**src/rtl/us_pkg.sv**
```systemverilog
// us_pkg: shared types and default constants for the ultrasonic distance path.
//   dist_t            16-bit distance in centimetres
//   state_e           filter FSM states
//   CYC_PER_CM_50MHZ  round-trip echo cycles per cm at 50 MHz
//   MAX_CM            range clamp / timeout substitute value
package us_pkg;
   typedef logic [15:0] dist_t;

   typedef enum logic [1:0] {
      ST_IDLE = 2'd0,
      ST_DIV  = 2'd1,
      ST_ACC  = 2'd2,
      ST_OUT  = 2'd3
   } state_e;

   localparam int CYC_PER_CM_50MHZ = 2900;
   localparam int MAX_CM           = 400;
endpackage

```
**src/rtl/us_divider.sv**
```systemverilog
// us_divider: 32-iteration restoring divider, one quotient bit per cycle.
//   clk, reset_n   clock, synchronous active-low reset
//   start_i        load dividend and begin (ignored bits: none)
//   dividend_i     32-bit dividend
//   divisor_i      16-bit divisor (non-zero)
//   busy_o         iterations in progress
//   done_o         high during the final iteration; quotient_o is valid
//                  from the following cycle
//   quotient_o     registered quotient (remainder discarded)
module us_divider
   import us_pkg::*;
(
   input  logic        clk,
   input  logic        reset_n,
   input  logic        start_i,
   input  logic [31:0] dividend_i,
   input  dist_t       divisor_i,
   output logic        busy_o,
   output logic        done_o,
   output logic [31:0] quotient_o
);
   // quo_q starts as the dividend and shifts left; quotient bits enter at
   // the bottom while dividend bits leave the top into the remainder.
   logic [31:0] quo_q, quo_d;
   logic [15:0] rem_q, rem_d;
   logic [4:0]  cnt_q, cnt_d;
   logic        busy_q, busy_d;
   logic [16:0] trial;

   always_comb begin
      quo_d  = quo_q;
      rem_d  = rem_q;
      cnt_d  = cnt_q;
      busy_d = busy_q;
      trial  = {rem_q, quo_q[31]};
      if (start_i) begin
         quo_d  = dividend_i;
         rem_d  = '0;
         cnt_d  = '0;
         busy_d = 1'b1;
      end else if (busy_q) begin
         if (trial >= {1'b0, divisor_i}) begin
            rem_d = 16'(trial - {1'b0, divisor_i});
            quo_d = {quo_q[30:0], 1'b1};
         end else begin
            rem_d = trial[15:0];
            quo_d = {quo_q[30:0], 1'b0};
         end
         cnt_d = cnt_q + 5'd1;
         if (cnt_q == 5'd31) busy_d = 1'b0;
      end
   end

   always_ff @(posedge clk) begin
      if (!reset_n) begin
         quo_q  <= '0;
         rem_q  <= '0;
         cnt_q  <= '0;
         busy_q <= 1'b0;
      end else begin
         quo_q  <= quo_d;
         rem_q  <= rem_d;
         cnt_q  <= cnt_d;
         busy_q <= busy_d;
      end
   end

   assign busy_o     = busy_q;
   assign done_o     = busy_q && (cnt_q == 5'd31);
   assign quotient_o = quo_q;
endmodule

```
**src/rtl/us_distance_filter.sv**
```systemverilog
// us_distance_filter: echo width -> cm conversion, clamp, power-of-two
// moving average and hysteretic proximity flag.
//   clk, reset_n   clock, synchronous active-low reset
//   echo_cycles    echo high time in clk cycles
//   echo_timeout   sample carries no echo; MAX_CM substituted
//   echo_valid     sample offered / echo_ready: block idle, can accept
//   dist_cm        averaged distance, dist_valid one-cycle update strobe
//   near           proximity flag (set <= NEAR_CM, clear >= FAR_CM)
//   filled         window holds 2^N_LOG2 samples
//   spike          one-cycle outlier-reject strobe
// Optional feature: define US_SPIKE_REJECT_EN to enable outlier rejection;
// without it every sample is accepted and spike stays 0.
module us_distance_filter #(
   parameter int CYC_PER_CM = us_pkg::CYC_PER_CM_50MHZ,
   parameter int N_LOG2     = 3,
   parameter int MAX_CM     = us_pkg::MAX_CM,
   parameter int NEAR_CM    = 20,
   parameter int FAR_CM     = 25,
   parameter int SPIKE_CM   = 50
) (
   input  logic          clk,
   input  logic          reset_n,
   input  logic [31:0]   echo_cycles,
   input  logic          echo_timeout,
   input  logic          echo_valid,
   output logic          echo_ready,
   output us_pkg::dist_t dist_cm,
   output logic          dist_valid,
   output logic          near,
   output logic          filled,
   output logic          spike
);
   import us_pkg::*;

   localparam int                DEPTH   = 1 << N_LOG2;
   localparam int                SW      = 16 + N_LOG2;
   localparam dist_t             MAX_V   = dist_t'(MAX_CM);
   localparam logic [N_LOG2:0]   FULL    = {1'b1, {N_LOG2{1'b0}}};
   localparam logic [N_LOG2:0]   CNT_ONE = 1;
   localparam logic [N_LOG2-1:0] PTR_ONE = 1;

   state_e              state_q, state_d;
   dist_t               ring_q [DEPTH];
   logic [N_LOG2-1:0]   wr_ptr_q, wr_ptr_d;
   logic [N_LOG2:0]     cnt_q, cnt_d;
   logic [SW-1:0]       sum_q, sum_d;
   logic                tmo_q, tmo_d, acc_ok_q, acc_ok_d;
   dist_t               dist_q, dist_d;
   logic                dv_q, dv_d, near_q, near_d, filled_q, filled_d;
   logic                spike_q, spike_d, rdy_q;
   logic [2:0]          rej_q, rej_d;
   logic                div_start, div_done, unused_div_busy;
   logic [31:0]         quo;
   dist_t               raw, avg;
   logic                reject, ring_we;

   us_divider u_div (
      .clk        (clk),
      .reset_n    (reset_n),
      .start_i    (div_start),
      .dividend_i (echo_cycles),
      .divisor_i  (dist_t'(CYC_PER_CM)),
      .busy_o     (unused_div_busy),
      .done_o     (div_done),
      .quotient_o (quo)
   );

   always_comb begin
      if (tmo_q || quo > 32'(MAX_CM)) raw = MAX_V;
      else                            raw = quo[15:0];
   end

   assign avg = dist_t'(sum_q >> N_LOG2);

`ifdef US_SPIKE_REJECT_EN
   dist_t dev;
   assign dev    = (raw > dist_q) ? raw - dist_q : dist_q - raw;
   // rej_q == 3 means three outliers in a row were dropped: take the 4th.
   assign reject = filled_q && (dev > dist_t'(SPIKE_CM)) && (rej_q != 3'd3);
`else
   logic unused_spike_cfg;
   assign unused_spike_cfg = ^dist_t'(SPIKE_CM);
   assign reject           = 1'b0;
`endif

   always_comb begin
      state_d   = state_q;
      wr_ptr_d  = wr_ptr_q;
      cnt_d     = cnt_q;
      sum_d     = sum_q;
      tmo_d     = tmo_q;
      acc_ok_d  = acc_ok_q;
      dist_d    = dist_q;
      near_d    = near_q;
      filled_d  = filled_q;
      rej_d     = rej_q;
      dv_d      = 1'b0;
      spike_d   = 1'b0;
      div_start = 1'b0;
      ring_we   = 1'b0;
      unique case (state_q)
         ST_IDLE: if (echo_valid) begin
            tmo_d = echo_timeout;
            if (echo_timeout) state_d = ST_ACC;
            else begin
               div_start = 1'b1;
               state_d   = ST_DIV;
            end
         end
         ST_DIV: if (div_done) state_d = ST_ACC;
         ST_ACC: begin
            state_d  = ST_OUT;
            acc_ok_d = !reject;
            if (reject) begin
               rej_d   = rej_q + 3'd1;
               spike_d = 1'b1;
            end else begin
               // Oldest slot leaves the sum as the new sample replaces it.
               ring_we  = 1'b1;
               sum_d    = sum_q - {{N_LOG2{1'b0}}, ring_q[wr_ptr_q]}
                                + {{N_LOG2{1'b0}}, raw};
               wr_ptr_d = wr_ptr_q + PTR_ONE;
               if (cnt_q != FULL) cnt_d = cnt_q + CNT_ONE;
               rej_d    = '0;
            end
         end
         ST_OUT: begin
            state_d = ST_IDLE;
            if (acc_ok_q) begin
               dist_d = avg;
               if (cnt_q == FULL) begin
                  filled_d = 1'b1;
                  dv_d     = 1'b1;
                  if (avg <= dist_t'(NEAR_CM))     near_d = 1'b1;
                  else if (avg >= dist_t'(FAR_CM)) near_d = 1'b0;
               end
            end
         end
         default: state_d = ST_IDLE;
      endcase
   end

   always_ff @(posedge clk) begin
      if (!reset_n) begin
         state_q  <= ST_IDLE;
         wr_ptr_q <= '0;
         cnt_q    <= '0;
         sum_q    <= '0;
         tmo_q    <= 1'b0;
         acc_ok_q <= 1'b0;
         dist_q   <= '0;
         near_q   <= 1'b0;
         filled_q <= 1'b0;
         rej_q    <= '0;
         dv_q     <= 1'b0;
         spike_q  <= 1'b0;
         rdy_q    <= 1'b0;
      end else begin
         state_q  <= state_d;
         wr_ptr_q <= wr_ptr_d;
         cnt_q    <= cnt_d;
         sum_q    <= sum_d;
         tmo_q    <= tmo_d;
         acc_ok_q <= acc_ok_d;
         dist_q   <= dist_d;
         near_q   <= near_d;
         filled_q <= filled_d;
         rej_q    <= rej_d;
         dv_q     <= dv_d;
         spike_q  <= spike_d;
         // Registered so echo_ready reads 0 while reset is held.
         rdy_q    <= (state_d == ST_IDLE);
      end
   end

   always_ff @(posedge clk) begin
      if (!reset_n) begin
         for (int i = 0; i < DEPTH; i++) ring_q[i] <= '0;
      end else if (ring_we) begin
         ring_q[wr_ptr_q] <= raw;
      end
   end

   assign echo_ready = rdy_q;
   assign dist_cm    = dist_q;
   assign dist_valid = dv_q;
   assign near       = near_q;
   assign filled     = filled_q;
   assign spike      = spike_q;
endmodule

```
**config.mk**
```make
export PLATFORM = sky130hd
export DESIGN_NAME = us_distance_filter
export DESIGN_NICKNAME = d
export VERILOG_FILES = /design/src/rtl/us_pkg.sv /design/src/rtl/us_divider.sv /design/src/rtl/us_distance_filter.sv
export SDC_FILE = /design/constraint.sdc
export NUM_CORES = 1
export LEC_CHECK = 0
export BUFFER_PORTS_ARGS = -buffer_cell sky130_fd_sc_hd__buf_2
export CAP_MARGIN = 40
export CORE_MARGIN = 2
export CORE_UTILIZATION = 45
export DETAILED_ROUTE_END_ITERATION = 6
export GPL_TIMING_DRIVEN = 0
export PLACE_DENSITY = 0.66
export SETUP_SLACK_MARGIN = 0.15
export SYNTH_ARGS = -nofsm -noshare
export SYNTH_HDL_FRONTEND = slang
export SYNTH_HIERARCHICAL = 1
export SYNTH_SLANG_ARGS = --single-unit
```
**constraint.sdc**
```tcl
create_clock -name clk -period 3.88 [get_ports clk]
set_clock_uncertainty 0.05 [all_clocks]
set_input_delay 0.776 -clock clk [delete_from_list [all_inputs] [get_ports clk]]
set_output_delay 0.776 -clock clk [all_outputs]
set_load 0.02 [all_outputs]
```
==> out/results.ini <==
[worst_setup_path]
cp.required_ns=4.28
cpPeakStageDelay_ns=0.55
critPathSlowestCell=fa_1
arrival_ns=4.20
path_cells=nor4_4 -> and4_1 -> nand3_4 -> a31oi_4 -> buf_6 -> nand2_8 -> fa_1 -> inv_2 -> ha_4 -> o211ai_1 -> a21oi_4 -> or2b_4 -> a311oi_4 -> nor4b_2 -> a211o_1
worstPathMaxFanout=5
end_kind=flop
worstSetupPathType=reg2reg
start_kind=flop

[timing]
setup_viol=0
final_hold_viol_count=0
drv_slew=0
worst_pin_slew_ns=0.860
rsz0062_at_grt=yes
fin_setup_tns_ns=0
fmax_ghz=0.263
slew-limit-headroom_pct=42.5
finalCriticalPeriod_ns=3.80
fin_crit_sh_pct=98.0

[global_route]
grt.total_usage_pct=20.3
overflow=0
grt_max_degree=17
use_met1_pct=26.7
grt_pass1_wl_um=46400
top_usage_layer=met2
first_global_vias=9041
met3_usage_pct=2.75
grt.met2_usage_pct=35.5
antenna_found_initial=1

[yosys]
synthArstFlopShare_pct=0
yosysMostFrequentCell=edfxtp_1
synth_edf_count=128
avgSynthCellArea_um2=10.8
ys.flop_type=edfxtp_1
synth_cell_types=85
synth_area_um2=12300
synthTopCellsByCount=edfxtp_1 (128), nand2_1 (118), dfxtp_1 (107)
synth_area_leaders=edfxtp_1 (31%), dfxtp_1 (17%), mux4_2 (5.8%)
yosys.area.top_type_share_pct=31.2
seq_area_frac_synth_pct=48.6
synth_seq_cells=235
yosysWarnings=6
syn_inst=1143
synth.largest_area_cell=edfxtp_1

[cts]
cts_sinks=235
ctsHoldBuffers=0
cts-root-buf=clkbuf_16
clk_pin_slew_ns=0.07
clk_path_buf_depth=3
worstSkewPairLatency_ns=0.54
cts_made_buffers=26
cts_tree=yes
htreeDepth=1

[outcome]
status=completed

[floorplanning]
core_um2=27000
start_util_pct=45.7
pin_count=57
die_w_um=169
row_count=60
die_h_um=169
die-area_um2=28700

[placement]
hpwl_um=20000
placed_cells=1617
place.gp.congestion=0.840
port_buffers=55

[hold_path]
min_path_type=reg2reg

[drt]
via_count=9101
ant_nets=0
drc=0
dr.pass1.iters=4
wl_per_cell_um=17.4
vias_per_cell=5.38
drtIter0Drc=638
routed_wirelength_um=29500

[cells_and_area]
fillCellCount=2302
drive_above_1_share_pct=20.9
finalNonFillerCells=1692
syn_to_final_growth_pct=21.7
final_nets=1425

[pwr]
combPwrFrac_pct=23.2
sw_frac_of_total_pct=28.4
ir_drop_uv=325
p_per_area_nw_per_um2=478
p_seq_share_pct=39.6
power.share.clock_pct=37.2
leakage_nw=5.90
p_int_mw=5.13
switchingPower_mw=2.04

[run]
maxCapViolCount=0

==> cell usage in the layout (no fill, tap or decap), drive strengths merged, types with 36 or more instances in the layout <==
cell    instances
and2           49
buf           106
clkbuf         68
conb           80
dfxtp         107
edfxtp        128
ha             41
inv            79
mux2i          36
nand2         124
nor2           99
o21ai          62
==> sequential cells by signal (all words and copies together), names as in the netlist, 2 cells and up, named ones only <==
name,flops
ring_q,128
u_div/quotient_o,32
sum_q,19
dist_cm,16
u_div/rem_q,16
u_div/cnt_q,5
cnt_q,4
wr_ptr_q,3
state_q,2
==> cell type report <==
cell class | instances | area, um^2 | share of cell area, %
Antenna cell | 1 | 2.50 | 0.0167
Buffer | 63 | 352 | 2.34
Clock buffer | 29 | 662 | 4.41
Clock inverter | 18 | 268 | 1.79
Inverter | 78 | 293 | 1.95
Multi-Input combinational cell | 845 | 6430 | 42.9
Sequential cell | 235 | 5990 | 39.9
Tap cell | 341 | 427 | 2.84
Timing Repair Buffer | 82 | 569 | 3.80
==> layer usage <==
metal | share of wire (%) | wire, um
met5 | 0 | 0
met2 | 49 | 14500
met1 | 44 | 13000
met3 | 4.7 | 1380
met4 | 2.3 | 682
==> per-stage QoR <==
stage | worst slack [ns] | instance area [um^2] | total power [mW] | utilization (%) | hold WS [ns]
after floorplan | 0.202 | 12600 | 3.87 | - | 0.391
after global placement | -0.274 | 13300 | 4.19 | 49.4 | 0.394
after detailed placement | -0.312 | 13300 | 4.21 | 49.4 | 0.405
after CTS | 0.129 | 14600 | 7.02 | 54.0 | 0.412
after global routing | 0.0139 | 15000 | 7.46 | 55.6 | 0.434
final | 0.0758 | 15000 | 7.17 | 55.7 | 0.406
==> worst paths after layout <==
kind                                               start                        to  slack [ns]  cells past startpoint
worst max-delay path                  tmo_q$_SDFFE_PN0P_    sum_q[10]$_SDFFE_PN0P_        0.08                     15
worst min-delay path            dist_cm[12]$_SDFFE_PN0P_  dist_cm[12]$_SDFFE_PN0P_        0.41                      2
worst max register to register        tmo_q$_SDFFE_PN0P_    sum_q[10]$_SDFFE_PN0P_        0.08                     15
worst min register to register  dist_cm[12]$_SDFFE_PN0P_  dist_cm[12]$_SDFFE_PN0P_        0.41                      2
==> worst max-delay path: cells and delay by family (launching register included) <==
family | cells | cell delay (ns)
DFF | 1 | 0.36
and+or+nand+nor | 6 | 1.15
buffers and inverters | 2 | 0.21
AOI/OAI and AO/OA | 5 | 1.14
adders and majority gates | 2 | 0.79
==> cells by family after synthesis <==
group | share of synthesized area (%)
flip-flops | 48.6
AO/OA/AOI/OAI | 11.8
adder cells (fa/ha/maj) | 6.93
AND/OR/NAND/NOR | 15.9
buffers and inverters | 4.67
multiplexers | 10.2
XOR/XNOR | 1.78
other | 0.0609
==> power by group through the flow <==
stage                     clock [mW]  combinational [mW]  sequential (mW)
after floorplan                    0                1.01             2.86
after global placement             0                1.30             2.88
after detailed placement           0                1.32             2.89
after CTS                       2.71                1.47             2.84
after global routing            2.81                1.80             2.85
final                           2.67                1.66             2.84
==> what timing repair did <==
| item | CTS | global route |
|---|---|---|
| pin swaps | 15 | 18 |
| endpoints found under the setup margin | 13 | 13 |
| setup buffers | 7 | 16 |
| cloned | 1 | 2 |
| gates resized for setup | 48 | 48 |
(Power assumes the default switching activity.)
